$ cat src/rtl/op_datapath_if.sv
// Bundle between the sequencing FSM / host side and the op_datapath execution unit.
// Signal names follow the FSM's existing port names.
interface op_datapath_if #(
  parameter int unsigned W  = 4,
  parameter int unsigned AW = 3
);
  logic          ld_en;
  logic [AW-1:0] ld_addr;
  logic [W-1:0]  ld_a;
  logic [W-1:0]  ld_b;
  logic          done;
  logic          sumen;
  logic          multien;
  logic          Consten;
  logic          erroren;
  logic          counten;
  logic [W-1:0]  A;
  logic [W-1:0]  B;
  logic [W-1:0]  count;
  logic [AW-1:0] rd_addr;
  logic [2*W-1:0] rd_data;
  logic [1:0]    rd_op;
  logic          result_valid;
  logic [3:0]    err_cnt;

  modport master (
    output ld_en, ld_addr, ld_a, ld_b, done,
    output sumen, multien, Consten, erroren, counten, rd_addr,
    input  A, B, count, rd_data, rd_op, result_valid, err_cnt
  );

  modport slave (
    input  ld_en, ld_addr, ld_a, ld_b, done,
    input  sumen, multien, Consten, erroren, counten, rd_addr,
    output A, B, count, rd_data, rd_op, result_valid, err_cnt
  );
endinterface

$ cat src/rtl/op_datapath.sv
// Execution datapath behind the sequencing FSM: operand table, iteration counter,
// one op per enable pulse, and a result/op-tag log with registered readback.
module op_datapath #(
  parameter int unsigned     W         = 4,
  parameter int unsigned     DEPTH     = 8,
  parameter logic [2*W-1:0]  CONST_VAL = 8'hAA
) (
  input logic           clk,
  input logic           reset,
  op_datapath_if.slave  bus
);

  localparam int unsigned AW = $clog2(DEPTH);
  localparam int unsigned RW = 2 * W;

  typedef enum logic [1:0] {
    OpSum   = 2'b00,
    OpMul   = 2'b01,
    OpConst = 2'b10,
    OpErr   = 2'b11
  } op_e;

  logic [W-1:0]  a_tab_q   [DEPTH];
  logic [W-1:0]  b_tab_q   [DEPTH];
  logic [RW-1:0] res_mem_q [DEPTH];
  logic [1:0]    op_mem_q  [DEPTH];

  logic [W-1:0]  count_q, count_d;
  logic [3:0]    err_cnt_q, err_cnt_d;
  logic [RW-1:0] rd_data_q;
  logic [1:0]    rd_op_q;
  logic          rv_q;

  logic [AW-1:0] idx;
  logic          any_op;
  op_e           op_sel;
  logic [RW-1:0] wr_data;
  logic [W:0]    sum_w;

  assign idx = count_q[AW-1:0];

  // Operands go straight to the FSM comparator with no register stage.
  assign bus.A            = a_tab_q[idx];
  assign bus.B            = b_tab_q[idx];
  assign bus.count        = count_q;
  assign bus.rd_data      = rd_data_q;
  assign bus.rd_op        = rd_op_q;
  assign bus.result_valid = rv_q;
  assign bus.err_cnt      = err_cnt_q;

  assign any_op = bus.sumen | bus.multien | bus.Consten | bus.erroren;
  assign sum_w  = {1'b0, bus.A} + {1'b0, bus.B};

  // Enables should be one-hot; if not, the error path wins so faults are never masked.
  always_comb begin
    op_sel  = OpSum;
    wr_data = '0;
    if (bus.erroren) begin
      op_sel  = OpErr;
      wr_data = '0;
    end else if (bus.multien) begin
      op_sel  = OpMul;
      wr_data = RW'(bus.A) * RW'(bus.B);
    end else if (bus.sumen) begin
      op_sel  = OpSum;
      wr_data = RW'(sum_w);
    end else if (bus.Consten) begin
      op_sel  = OpConst;
      wr_data = CONST_VAL;
    end
  end

  always_comb begin
    count_d = count_q;
    if (bus.counten) begin
      if (count_q >= W'(DEPTH - 1)) begin
        count_d = '0;
      end else begin
        count_d = count_q + W'(1);
      end
    end
  end

  // The first op of a run (count 0) restarts the error tally.
  always_comb begin
    err_cnt_d = err_cnt_q;
    if (any_op && (count_q == '0)) begin
      err_cnt_d = {3'b000, bus.erroren};
    end else if (bus.erroren && (err_cnt_q != 4'hF)) begin
      err_cnt_d = err_cnt_q + 4'd1;
    end
  end

  // Tables are frozen while the FSM is running so A/B stay stable under evaluation.
  always_ff @(posedge clk or negedge reset) begin
    if (!reset) begin
      for (int unsigned i = 0; i < DEPTH; i++) begin
        a_tab_q[i] <= '0;
        b_tab_q[i] <= '0;
      end
    end else if (bus.ld_en && bus.done) begin
      a_tab_q[bus.ld_addr] <= bus.ld_a;
      b_tab_q[bus.ld_addr] <= bus.ld_b;
    end
  end

  always_ff @(posedge clk or negedge reset) begin
    if (!reset) begin
      for (int unsigned i = 0; i < DEPTH; i++) begin
        res_mem_q[i] <= '0;
        op_mem_q[i]  <= '0;
      end
    end else if (any_op) begin
      res_mem_q[idx] <= wr_data;
      op_mem_q[idx]  <= op_sel;
    end
  end

  // Readback samples pre-write contents, so same-address read/write returns old data.
  always_ff @(posedge clk or negedge reset) begin
    if (!reset) begin
      count_q   <= '0;
      err_cnt_q <= '0;
      rd_data_q <= '0;
      rd_op_q   <= '0;
      rv_q      <= 1'b0;
    end else begin
      count_q   <= count_d;
      err_cnt_q <= err_cnt_d;
      rd_data_q <= res_mem_q[bus.rd_addr];
      rd_op_q   <= op_mem_q[bus.rd_addr];
      rv_q      <= any_op;
    end
  end

endmodule

$ cat src/flat_wrapper.sv
// flat-port wrapper written by rule: the top's interface ports become plain ports
module op_datapath_flat 
#(
  parameter int unsigned     W         = 4,
  parameter int unsigned     DEPTH     = 8,
  parameter logic [2*W-1:0]  CONST_VAL = 8'hAA
)
  (clk, reset, bus_ld_en, bus_ld_addr, bus_ld_a, bus_ld_b, bus_done, bus_sumen, bus_multien, bus_Consten, bus_erroren, bus_counten, bus_rd_addr, bus_A, bus_B, bus_count, bus_rd_data, bus_rd_op, bus_result_valid, bus_err_cnt);
  op_datapath_if #(.W(W), .AW(3)) bus_i ();
  input logic clk;
  input logic reset;
  input wire logic [$bits(bus_i.ld_en)-1:0] bus_ld_en;
  input wire logic [$bits(bus_i.ld_addr)-1:0] bus_ld_addr;
  input wire logic [$bits(bus_i.ld_a)-1:0] bus_ld_a;
  input wire logic [$bits(bus_i.ld_b)-1:0] bus_ld_b;
  input wire logic [$bits(bus_i.done)-1:0] bus_done;
  input wire logic [$bits(bus_i.sumen)-1:0] bus_sumen;
  input wire logic [$bits(bus_i.multien)-1:0] bus_multien;
  input wire logic [$bits(bus_i.Consten)-1:0] bus_Consten;
  input wire logic [$bits(bus_i.erroren)-1:0] bus_erroren;
  input wire logic [$bits(bus_i.counten)-1:0] bus_counten;
  input wire logic [$bits(bus_i.rd_addr)-1:0] bus_rd_addr;
  output wire logic [$bits(bus_i.A)-1:0] bus_A;
  output wire logic [$bits(bus_i.B)-1:0] bus_B;
  output wire logic [$bits(bus_i.count)-1:0] bus_count;
  output wire logic [$bits(bus_i.rd_data)-1:0] bus_rd_data;
  output wire logic [$bits(bus_i.rd_op)-1:0] bus_rd_op;
  output wire logic [$bits(bus_i.result_valid)-1:0] bus_result_valid;
  output wire logic [$bits(bus_i.err_cnt)-1:0] bus_err_cnt;
  assign bus_i.ld_en = bus_ld_en;
  assign bus_i.ld_addr = bus_ld_addr;
  assign bus_i.ld_a = bus_ld_a;
  assign bus_i.ld_b = bus_ld_b;
  assign bus_i.done = bus_done;
  assign bus_i.sumen = bus_sumen;
  assign bus_i.multien = bus_multien;
  assign bus_i.Consten = bus_Consten;
  assign bus_i.erroren = bus_erroren;
  assign bus_i.counten = bus_counten;
  assign bus_i.rd_addr = bus_rd_addr;
  assign bus_A = bus_i.A;
  assign bus_B = bus_i.B;
  assign bus_count = bus_i.count;
  assign bus_rd_data = bus_i.rd_data;
  assign bus_rd_op = bus_i.rd_op;
  assign bus_result_valid = bus_i.result_valid;
  assign bus_err_cnt = bus_i.err_cnt;
  op_datapath #(.W(W), .DEPTH(DEPTH), .CONST_VAL(CONST_VAL)) u_core (.clk(clk), .reset(reset), .bus(bus_i));
endmodule
$ cat config.mk
export PLATFORM = sky130hd
export DESIGN_NAME = op_datapath_flat
export DESIGN_NICKNAME = d
export VERILOG_FILES = /design/src/rtl/op_datapath_if.sv /design/src/rtl/op_datapath.sv /design/src/flat_wrapper.sv
export SDC_FILE = /design/constraint.sdc
export NUM_CORES = 1
export LEC_CHECK = 0
export CAP_MARGIN = 5
export CORE_MARGIN = 2
export CORE_UTILIZATION = 59
export DETAILED_ROUTE_END_ITERATION = 8
export GPL_TIMING_DRIVEN = 0
export PLACE_DENSITY = 0.79
export SYNTH_ARGS = -nofsm -noshare
export SYNTH_HDL_FRONTEND = slang
export SYNTH_SLANG_ARGS = --single-unit
export TNS_END_PERCENT = 30
$ cat constraint.sdc
create_clock -name clk -period 6.35 [get_ports clk]
set_input_delay 0.635 -clock clk [delete_from_list [all_inputs] [get_ports clk]]
set_output_delay 0.635 -clock clk [all_outputs]
set_load 0.05 [all_outputs]
=== After elaboration in Yosys (flattened, before gate mapping) ===
Cells that the tools add are included.

* Equality and inequality tests: 1
* Bitwise logic cells: 6
* Order comparisons: 6
* Add/sub/neg operators: 3
* Multiply operators: 1
* Reduce and logical (&&, ||, !) cells: 7
* Multiplexer cells: 33

{| class="wikitable"
|+ Operators with widths
! operator !! count
|-
| $bwmux W32 || 2
|-
| $bwmux W64 || 1
|-
| $mux W8 || 7
|-
| $mux W4 || 8
|-
| $bmux W4 S3 || 2
|-
| $bmux W8 S3 || 1
|-
| $demux W8 S3 || 1
|-
| $bwmux W16 || 1
|-
| $mux W2 || 7
|-
| $demux W4 S3 || 1
|-
| $ge A4 B4 Y1 const B || 3
|-
| $not A3 Y4 || 3
|-
| $add A4 B1 Y4 const B || 2
|-
| $lt A4 B1 Y1 const B || 2
|-
| $mul A4 B4 Y8 || 1
|-
| $bmux W2 S3 || 1
|-
| $demux W2 S3 || 1
|-
| $add A4 B4 Y5 || 1
|-
| $logic_and A1 B1 Y1 || 5
|-
| $ge A4 B3 Y1 const B || 1
|-
| $logic_not A4 Y1 || 1
|-
| $ne A4 B4 Y1 const B || 1
|-
| $or A1 B1 Y1 || 3
|-
| $reduce_bool A2 Y1 || 1
|}

* Output and inout bits: 27
* Logic and storage cells: 94
* Register bits after elaboration: 163
* Bits of input ports: 23

=== Depth between registers and ports, before layout ===
Gate-level depths: netlist (run 1).

* Depth after elaboration: 9
* Mapped depth: 19
* Gate-level depth less buffers: 16

=== Least setup slack after synthesis (run 1) ===
OpenSTA, ideal clock, no wires.

* Path kind: register -> register
* Start: register u_core.count_q[1], in the netlist u_core.bus.count[1]
* End: register u_core.res_mem_q[14] (netlist bit)
* Path buffers: 1
* Period minus slack after synthesis: 4.577 ns
* Slack: 1.773 ns
* Cell stages (with the launch flop): 18
* Data required time: 6.284 ns
* Library setup time: 0.066 ns
* Arrival: 4.512 ns
* Cell sequence: dfrtp_1 -> buf_4 -> nor2b_1 -> a221oi_1 -> or2_1 -> o221a_2 -> inv_1 -> nand2_1 -> fa_1 -> inv_1 -> fa_1 -> inv_1 -> fa_1 -> nor2b_1 -> o21a_1 -> nor3_1 -> nor4b_4 -> mux2_2

* Cells in the longest elaborated chain, start to end: 8
* Elaborated cells on any way between the ends: 16
* Those cells by class: mul (1); order compare (2); mux (11); bitwise (1); reduce/logical (1)

{| class="wikitable"
|+ RTL lines
! what !! RTL line !! source
|-
| start: declaration || op_datapath.sv:28 || <nowiki>logic [W-1:0] count_q, count_d;</nowiki>
|-
| start signal: assignment || op_datapath.sv:128 || <nowiki>count_q <= count_d;</nowiki>
|-
| $not A3 Y4 (implied by the code) || op_datapath.sv:44 || <nowiki>assign bus.B = b_tab_q[idx];</nowiki>
|-
| $bmux W4 S3 || op_datapath.sv:44 ||
|-
| $mux W4 (implied by the code) (2 in series) || op_datapath.sv:44 ||
|-
| named net bus_B[2] || flat_wrapper.sv:24 || <nowiki>output wire logic [$bits(bus_i.B)-1:0] bus_B;</nowiki>
|-
| $mul A4 B4 Y8 || op_datapath.sv:63 || <nowiki>wr_data = RW'(bus.A) * RW'(bus.B);</nowiki>
|-
| $mux W8 || op_datapath.sv:61 || <nowiki>end else if (bus.multien) begin</nowiki>
|-
| $mux W8 || op_datapath.sv:58 || <nowiki>if (bus.erroren) begin</nowiki>
|-
| $bwmux W64 || op_datapath.sv:114 || <nowiki>res_mem_q[idx] <= wr_data;</nowiki>
|-
| end signal: indexed assignment || op_datapath.sv:114 ||
|-
| end: declaration || op_datapath.sv:25 || <nowiki>logic [RW-1:0] res_mem_q [DEPTH];</nowiki>
|}

The timed path passes the listed nets, and every way through them passes these cells. The select of a mux whose other input is x is not followed.
A chain may end at the register's enable or synchronous reset.

=== Worst setup path after layout (run 1) ===
* Start: register u_core.count_q[0], in the netlist u_core.bus.count[0]
* End: register u_core.res_mem_q[63] (netlist bit)

* Cells in the longest elaborated chain, start to end: 8
* Elaborated cells on any way between the ends: 16
* Those cells by class: mul (1); order compare (2); mux (11); bitwise (1); reduce/logical (1)

{| class="wikitable"
|+ RTL lines
! what !! RTL line
|-
| $not A3 Y4 (implied by the code) * || op_datapath.sv:43, op_datapath.sv:44, op_datapath.sv:114
|-
| $bmux W4 S3 (on tied branches) || op_datapath.sv:43, op_datapath.sv:44
|-
| $mux W4 (on tied branches) (2 in series) || op_datapath.sv:43, op_datapath.sv:44
|-
| $mul A4 B4 Y8 || op_datapath.sv:63
|-
| $mux W8 || op_datapath.sv:61
|-
| $mux W8 || op_datapath.sv:58
|-
| $bwmux W64 * || op_datapath.sv:114
|}

Mark *: on every way between the ends. The rest lies on a longest branch, timed or not. The select of a mux whose other input is x is not followed.

==> out/metrics.yaml, run 1 <==
power:
  peakVddDrop_v: 0.000301
  p_leak_uw: 0.00418
  power.density_nw_per_um2: 512
  power_uw: 4770
synth:
  synth.yosys.warnings: 0
  syn_avg_cell_area_sq_um: 13.0
  ys_ff_latch: 163
  synth_edf_count: 0
  synth_seq_area_share_pct: 51.0
  synth_flop_cell: "dfrtp_1"
  syn_area_sq_um: 7990
  synthArstFlopShare_pct: 100
  synth_fp_nets: 663
  synthCells: 616
  ys_types: 53
timing:
  drv_slew: 0
  whs_ns: 0.291
  hold_violations: 0
  finalSetupTns_ns: 0
  rsz0062_at_grt: "false"
  finalSetupViolations: 0
  fin_worst_skew_ns: 0.00620
  period_share_pct: 75.5
  fmax_ghz: 0.209
  layout_min_cycle_time_ns: 4.79
  worst_pin_slew_ns: 0.978
  maxSlewHeadroom_pct: 34.5
clock_tree:
  path_clk_slew_ns: 0.06
  cts_buffers: 17
  ctsResizeCount: 0
  tritoncts: "yes"
  numClockSinks: 163
  h-tree-depth: 4
  ctsHoldBuffers: 0
  insertion_delay_ns: 0.42
  clk_path_buf_depth: 2
  cts_setup_buffers: 0
  cts-root-buf: "clkbuf_16"
worst_setup_path:
  critPathLaunchType: "flop"
  reg2reg_depth: 16
  path_max_fanout: 10
  rr_endpoint: "u_core.res_mem_q[63]"
  r2r_slack_ns: 1.56
  critical_path_class: "flop to flop"
  worst_setup_path_end_kind: "flop"
  arrival_ns: 5.15
  r2r_start: "u_core.bus.count[0]"
  cp.required_ns: 6.71
layout:
  antennaDiodeCount: 0
  area_growth_pct: 16.5
  drive_above_1_share_pct: 29.8
  final_nets: 728
  utilization_pct: 70.3
  final_common_cell: "dfrtp_1"
  instances_no_fill: 868
  mostFrequentLayoutCells: "dfrtp_1, mux2_2, nand2_1"
floorplan:
  ioPinCount: 50
  initial_utilization_pct: 60.3
  coreArea_sq_um: 13200
  die_y_um: 120
  rows: 42
  die_area_sq_um: 14500
  fp.dieW_um: 120
place:
  place.gp.congestion: 0.900
  hpwl_um: 12800
  port-buffer-count: 45
  dp_cells: 838
routing:
  wirelength_um: 17900
  drt_iter0_drc: 452
  drc: 0
  first_pass_iters: 5
  detail_route.vias_per_cell: 6.13
  routedWlPerCell_um: 20.6
  vias: 5317
  ant_nets: 0
global_routing:
  grt_pass1_vias: 5619
  antenna_found_initial: 0
  grtUsageTotal_pct: 26.6
  grt_max_degree: 92
  grt_pass1_wl_um: 29000
  gr-total-overflow: 0
hold_path:
  holdCritPathClass: "input pin to asynchronous set/reset pin"
run_status:
  status: "finished clean"
job:
  drv_cap: 0
## state kept, by name, summed over array words and instances, names as in the netlist
register / count
u_core.bus.result_valid: 1
u_core.bus.rd_data: 8
u_core.op_mem_q: 16
u_core.res_mem_q: 64
u_core.a_tab_q: 32
u_core.bus.count: 4
u_core.bus.rd_op: 2
u_core.b_tab_q: 32
u_core.bus.err_cnt: 4
## metrics by stage
stage                     cell area (sq um)  setup slack, ns
after global placement                 8660            -1.50
after detailed placement               8690             1.60
after floorplan                        7990             1.77
final                                  9310             1.56
after CTS                              9310             1.59
after global routing                   9310             1.35
## Yosys cell counts, types with 2 or more instances
cell type	instances	area, sq um
dfrtp_1	163	4080
mux2_2	119	1340
nand2_1	58	218
nor2_1	34	128
mux4_2	28	631
o31ai_1	20	150
ha_1	19	238
o21ai_0	19	95.1
inv_1	17	63.8
a21oi_1	16	80.1
buf_2	12	60.1
nand3_1	11	55.1
clkbuf_1	7	26.3
a22o_1	6	52.6
nor2b_1	6	37.5
buf_4	5	37.5
fa_1	5	100
mux2i_1	5	50.1
a22oi_1	4	30.0
nand2b_1	4	25.0
or3_1	4	25.0
a21o_1	3	22.5
and2_1	3	18.8
inv_2	3	11.3
nor3_1	3	15.0
o22ai_1	3	18.8
xnor2_1	3	26.3
a211oi_1	2	15.0
a221oi_1	2	17.5
a221oi_2	2	30.0
mux2_1	2	22.5
nand3b_1	2	15.0
nor2_4	2	22.5
nor3_4	2	32.5
o211ai_1	2	15.0
o21a_1	2	15.0
xor2_1	2	17.5
## per-layer routing
metal	vias up	wire length (um)	track usage, %
li1	2369	-	-
met1	2728	7270	33.3
met2	173	9070	43.9
met3	47	933	6.56
met4	0	605	12.1
met5	-	0	0
## how the worst max path moves through the flow
stage | startpoint | end | slack [ns] | depth (start not counted)
final | u_core.bus.count[0] | u_core.res_mem_q[63] | 1.56 | 16
after global routing | u_core.bus.count[0] | u_core.res_mem_q[63] | 1.35 | 16
after CTS | u_core.bus.count[0] | u_core.res_mem_q[63] | 1.59 | 16
after detailed placement | u_core.bus.count[0] | u_core.res_mem_q[63] | 1.60 | 16
after global placement | reset | u_core.b_tab_q[5] | -1.50 | 1
after floorplan | u_core.bus.count[1] | u_core.res_mem_q[14] | 1.77 | 17
## logic make-up (layout without fill, tap and decap cells)
kind of cell	after synthesis	after routing	synth area share (%)
flops	163	163	51.0
compound gates	87	87	7.45
xor+xnor	5	5	0.548
mux	154	154	25.6
fa+ha+maj	24	24	4.23
simple gates	137	137	8.49
buf+inv	46	122	2.68
## layout make-up
class                   instances  area (sq um)
plain buffers                  26           139
clock buffers                  26           499
clock inverters                 4           120
fillers                       939          3930
inverters                      20          75.1
multi-input cells             407          3700
flip-flops and latches        163          4080
well taps                     176           220
repair buffers                 46           479
## power by group
part	switching [uW]	internal (uW)	total, uW
Sequential	189	1380	1570
Combinational	1240	882	2120
Clock	376	696	1070
Total	1810	2960	4770
## worst max-delay path: stages, from the launching register on
cell and delay [ns]:
dfrtp_1 0.43, buf_4 0.23, buf_4 0.23, buf_2 0.29, nor2_1 0.09, a211oi_1 0.57
inv_1 0.18, nand2_1 0.13, fa_1 0.39, inv_1 0.09, fa_1 0.41, ha_1 0.32
a211oi_1 0.21, o21ai_0 0.14, xnor2_1 0.15, a21oi_1 0.56, mux2_2 0.29
Note: power is estimated with default switching activity, not from simulation.
==> run 2: changes to the inputs <==
CORE_UTILIZATION = 54   (was 59)
PLACE_DENSITY = 0.77   (was 0.79)
clock period = 4.36 ns   (was 6.35 ns; I/O delays follow)
==> run 2 against run 1 <==
Sequential power up 47%. Die area up 8.9%. Worst setup slack worse by 1.5 ns. Final cell count up 2.1%. Hold slack worse by 0.27 ns. Clock power up 47%. Wire length up 4.7%. Largest cell class unchanged. Sequential share of layout area down 0.80 points. Count of clock-buffer cells in the layout down 5.
==> out/metrics.yaml, run 2 (same netlist as run 1, synthesis figures left out) <==
run_status:
  status: "finished clean"
layout:
  instances_no_fill: 886
  utilization_pct: 65.6
  regArea_sq_um: 4080
  top_register: "u_core.res_mem_q"
  multi_input_area_sq_um: 3750
  top_regs: "u_core.res_mem_q (64), u_core.a_tab_q (32), u_core.b_tab_q (32)"
  final_nets: 736
  fillerInstances: 1076
  final_common_cell: "dfrtp_1"
  area_growth_pct: 18.8
  antennaDiodeCount: 0
  drive_above_1_share_pct: 34.8
  largest_register_ffs: 64
  mostFrequentLayoutCells: "dfrtp_1, mux2_2, nand2_1"
clock_tree:
  cts-root-buf: "clkbuf_16"
  numClockSinks: 163
  clk_path_buf_depth: 2
  tritoncts: "yes"
  path_clk_slew_ns: 0.06
  cts_buffers: 17
  insertion_delay_ns: 0.43
  h-tree-depth: 4
power:
  p_int_uw: 4380
  power.switching_uw: 2760
  switching_share_pct: 38.7
  power.density_nw_per_um2: 752
  clock_power_share_pct: 22.0
  peakVddDrop_v: 0.000416
  p_leak_uw: 0.00422
  combinationalPowerShare_pct: 45.7
  power_frac_seq_pct: 32.4
worst_setup_path:
  path_max_fanout: 10
  arrival_ns: 4.58
  critical_path_class: "flop to flop"
  reg2reg_depth: 19
  worst_setup_path_end_kind: "flop"
  cp_slowest_cell: "fa_1"
  r2r_start: "u_core.bus.count[1]"
  cp.required_ns: 4.67
  max_stage_delay_ns: 0.55
  crit_start: "u_core.bus.count[1]"
  crit_chain: "buf_8 -> buf_8 -> or3_1 -> o21ai_1 -> a211oi_2 -> buf_4 -> inv_2 -> nand2_1 -> fa_1 -> inv_1 -> fa_1 -> inv_1 -> fa_2 -> nor2b_2 -> o21a_1 -> o21a_1 -> nor4b_4 -> buf_6 -> mux2_1"
  critPathLaunchType: "flop"
  r2r_slack_ns: 0.1
  rr_endpoint: "u_core.res_mem_q[46]"
floorplan:
  die_y_um: 126
  initial_utilization_pct: 55.2
  fp.dieW_um: 126
  rows: 44
  coreArea_sq_um: 14500
  ioPinCount: 50
  die_area_sq_um: 15800
routing:
  vias: 5360
  drc: 0
  detail_route.vias_per_cell: 6.05
  first_pass_iters: 5
  routedWlPerCell_um: 21.1
  ant_nets: 0
  drt_iter0_drc: 361
  wirelength_um: 18700
place:
  hpwl_um: 12800
  port-buffer-count: 45
  dp_slack_ns: -0.423
  place.gp.congestion: 0.897
  dp_cells: 846
timing:
  worst_pin_slew_ns: 1.01
  fmax_ghz: 0.235
  hold_violations: 0
  finalSetupViolations: 0
  period_share_pct: 97.8
  timing.final.ws_setup_ns: 0.0978
  maxSlewHeadroom_pct: 32.6
  fin_worst_skew_ns: 0.00788
  drv_slew: 0
  layout_min_cycle_time_ns: 4.26
global_routing:
  antenna_found_initial: 0
  grtUsageTotal_pct: 25.2
  grt_pass1_wl_um: 30800
  grt_max_degree: 89
  gr-total-overflow: 0
  grt_pass1_vias: 5744
job:
  drv_cap: 0
hold_path:
  holdCritPathClass: "input pin to asynchronous set/reset pin"
run 2: stage by stage:
| step | area, sq um | total power, uW | hold slack, ns | TNS, ns |
|---|---|---|---|---|
| finish | 9490 | 7140 | 0.0168 | 0 |
| global route | 9490 | 7530 | 0.0707 | -0.0399 |
| CTS | 9410 | 7070 | 0.0404 | -0.0269 |
| detailed placement | 8710 | 5410 | 0.464 | -9.16 |
| global placement | 8680 | 5270 | 0.456 | -537.73 |
| floorplan | 8000 | 4470 | 0.140 | 0 |
run 2: power by group through the flow:
stage,logic [uW],clock network (uW),registers [uW]
2_1_floorplan,2030,0,2450
5_1_grt,3510,1660,2360
4_1_cts,3200,1580,2290
3_3_place_gp,3000,0,2270
6_report,3260,1570,2310
3_5_place_dp,3100,0,2300
run 2: worst max path at each step:
| stage | endpoint | cells after the start |
|---|---|---|
| floorplan | u_core.res_mem_q[14] | 16 |
| global placement | u_core.bus.count[0] | 1 |
| detailed placement | u_core.res_mem_q[15] | 16 |
| CTS | u_core.res_mem_q[46] | 21 |
| global route | u_core.res_mem_q[62] | 19 |
| finish | u_core.res_mem_q[46] | 19 |
run 2: area by class of cell:
| class | count | share of cell area (%) |
|---|---|---|
| flip-flops and latches | 163 | 43.0 |
| clock inverters | 11 | 1.54 |
| clock buffers | 21 | 5.06 |
| repair buffers | 55 | 5.80 |
| inverters | 20 | 0.830 |
| multi-input cells | 407 | 39.5 |
| plain buffers | 25 | 1.79 |
| well taps | 184 | 2.43 |
run 2: metal layers:
metal / vias up / part of all wire [%] / global-route usage (%) / wire (um)
met5: - / 0 / 0 / 0
met4: 0 / 2.2 / 8.76 / 417
met3: 26 / 4.4 / 5.44 / 828
met2: 135 / 52 / 42.8 / 9810
li1: 2392 / - / - / -
met1: 2807 / 41 / 32.3 / 7650
run 2: timing repair:
| action | 4_1_cts | 5_1_grt |
|---|---|---|
| endpoints found under the hold margin | 0 | 0 |
| pin swaps | 2 | 8 |
| cloned | 0 | 0 |
| hold buffers | 0 | 0 |
| setup endpoints to repair | 37 | 37 |
| setup buffers | 3 | 7 |
| resized for setup | 17 | 16 |
run 2: worst max-delay path, delay by kind of cell (launching register included):
kind	cells	cell delay, ns
muxes	1	0.29
buffers and inverters	7	0.79
DFF	1	0.45
AOI/OAI and AO/OA	4	0.54
and+or+nand+nor	4	0.61
adders and majority gates	3	1.45
==> run 3: changes to the inputs <==
CORE_UTILIZATION = 40   (was 54)
PLACE_DENSITY = unset   (was 0.77)
==> run 3 against run 2 <==
Register-to-register slack better by 0.09 ns. Clock power about the same. Count of clock-buffer cells in the layout down 2. Total power up 0.31%. Die area up 34%. Combinational power up 1%. Fmax up 2.3%. Non-clock buffer count down 4. Largest cell class unchanged. Largest power group unchanged.
==> out/metrics.yaml, run 3 (same netlist as run 1, synthesis figures left out) <==
layout:
  utilization_pct: 49.2
  final_nets: 732
  final_common_cell: "dfrtp_1"
  mostFrequentLayoutCells: "dfrtp_1, mux2_2, nand2_1"
  regArea_sq_um: 4080
  antennaDiodeCount: 0
  top_regs: "u_core.res_mem_q (64), u_core.a_tab_q (32), u_core.b_tab_q (32)"
  largest_register_ffs: 64
  multi_input_area_sq_um: 3780
  drive_above_1_share_pct: 34.2
  area_growth_pct: 20.2
  fillerInstances: 1755
  top_register: "u_core.res_mem_q"
global_routing:
  antenna_found_initial: 0
  grt_max_degree: 92
  grtUsageTotal_pct: 19.3
  grt_pass1_wl_um: 31600
  grt_pass1_vias: 5729
  gr-total-overflow: 0
clock_tree:
  path_clk_slew_ns: 0.07
  h-tree-depth: 4
  insertion_delay_ns: 0.43
  numClockSinks: 163
  cts_buffers: 17
  clk_path_buf_depth: 2
  ctsHoldBuffers: 0
  tritoncts: "yes"
  cts-root-buf: "clkbuf_16"
routing:
  wirelength_um: 19300
  vias: 5275
  ant_nets: 0
  routedWlPerCell_um: 20.1
  first_pass_iters: 4
  detail_route.vias_per_cell: 5.48
  drt_iter0_drc: 320
  drc: 0
timing:
  rsz0062_at_grt: "true"
  finalSetupViolations: 0
  period_share_pct: 95.6
  timing.final.ws_setup_ns: 0.193
  fmax_ghz: 0.240
  fin_worst_skew_ns: 0.0147
  drv_slew: 0
  layout_min_cycle_time_ns: 4.17
  maxSlewHeadroom_pct: 27.7
  hold_violations: 0
  worst_pin_slew_ns: 1.08
power:
  p_leak_uw: 0.00422
  power.density_nw_per_um2: 746
  p_int_uw: 4370
  power_frac_seq_pct: 32.0
  power.switching_uw: 2800
  combinationalPowerShare_pct: 46.1
  clock_power_share_pct: 21.9
  switching_share_pct: 39.0
  peakVddDrop_v: 0.000376
place:
  place.gp.congestion: 0.809
  dp_slack_ns: -0.428
  hpwl_um: 13600
  port-buffer-count: 45
worst_setup_path:
  arrival_ns: 4.49
  critPathLaunchType: "flop"
  worst_setup_path_end_kind: "flop"
  path_max_fanout: 9
  critical_path_class: "flop to flop"
  reg2reg_depth: 15
  cp.required_ns: 4.68
floorplan:
  fp.dieW_um: 145
  initial_utilization_pct: 40.9
  ioPinCount: 50
  rows: 51
  coreArea_sq_um: 19500
  die_area_sq_um: 21100
  die_y_um: 145
run_status:
  status: "finished clean"
job:
  drv_cap: 0
hold_path:
  holdCritPathClass: "input pin to asynchronous set/reset pin"
-- run 3: cell types whose count changed in the layout (fill, tap and decap cells not counted), moves of 2 or more --
cell      previous run  this run
buf_4               12         7
clkinv_4             0         4
inv_2                7         3
nor2b_2              4         1
clkbuf_8             4         2
clkinv_2             3         1
inv_1               12        14
inv_4                0         2
nor2_2               3         1
nor2b_4              0         2
-- run 3: cell type report --
cell class                 count  share of cell area [%]
timing repair buffer          51                    5.42
sequential                   163                    42.5
clock buffer                  19                    4.71
clock inverter                13                    1.81
multi-input combinational    407                    39.4
inverter                      20                   0.872
buffer                        25                    1.86
tap                          265                    3.45
-- run 3: routing by layer --
| layer | vias to the layer above | track usage [%] | share of wire, % |
|---|---|---|---|
| li1 | 2377 | - | - |
| met1 | 2776 | 24.9 | 43 |
| met2 | 102 | 33.1 | 52 |
| met3 | 20 | 3.48 | 2.9 |
| met4 | 0 | 6.23 | 1.4 |
| met5 | - | 0 | 0 |
-- run 3: worst paths after layout --
path | start | endpoint | slack [ns]
worst min register to register | u_core.res_mem_q[16] | u_core.res_mem_q[16] | 0.48
worst max register to register | u_core.bus.count[2] | u_core.res_mem_q[15] | 0.19
max in group asynchronous | reset | u_core.bus.count[1] | 3.44
worst max-delay path | u_core.bus.count[2] | u_core.res_mem_q[15] | 0.19
worst min-delay path | reset | u_core.res_mem_q[28] | 0.03
min in group clk | u_core.res_mem_q[16] | u_core.res_mem_q[16] | 0.48
-- run 3: critical path: stages, from the launching register on --
cell and delay [ns]:
dfrtp_2 0.48, mux2_2 0.36, a221oi_1 0.29, or2_1 0.16, o221a_2 0.24, clkinvlp_4 0.13, nand2_1 0.09, fa_1 0.43
inv_1 0.09, fa_1 0.44, ha_1 0.32, a211oi_1 0.22, o21ai_1 0.11, xnor2_1 0.26, a21oi_4 0.15, mux2_2 0.29
-- run 3: power groups by stage --
stage	clock (uW)	combinational, uW	sequential, uW
finish	1570	3300	2290
global route	1670	3580	2350
CTS	1600	3210	2280
detailed placement	0	3130	2300
global placement	0	3060	2270
floorplan	0	2030	2450
-- run 3: what timing repair did --
item	in CTS	in global routing
cloned	0	0
pin swaps	2	5
setup endpoints to repair	37	30
endpoints found under the hold margin	0	0
gates resized for setup	12	30
buffers inserted	3	4
-- run 3: per-stage QoR --
step	std cells	power (uW)	hold WS [ns]	setup TNS, ns	area, sq um
after floorplan	616	4470	0.140	0	8000
after global placement	926	5330	0.455	-558.97	8780
after detailed placement	927	5440	0.466	-9.41	8810
after CTS	962	7090	0.0364	-0.362	9500
after global routing	963	7600	0.0845	-0.0563	9610
final	963	7160	0.0257	0	9610
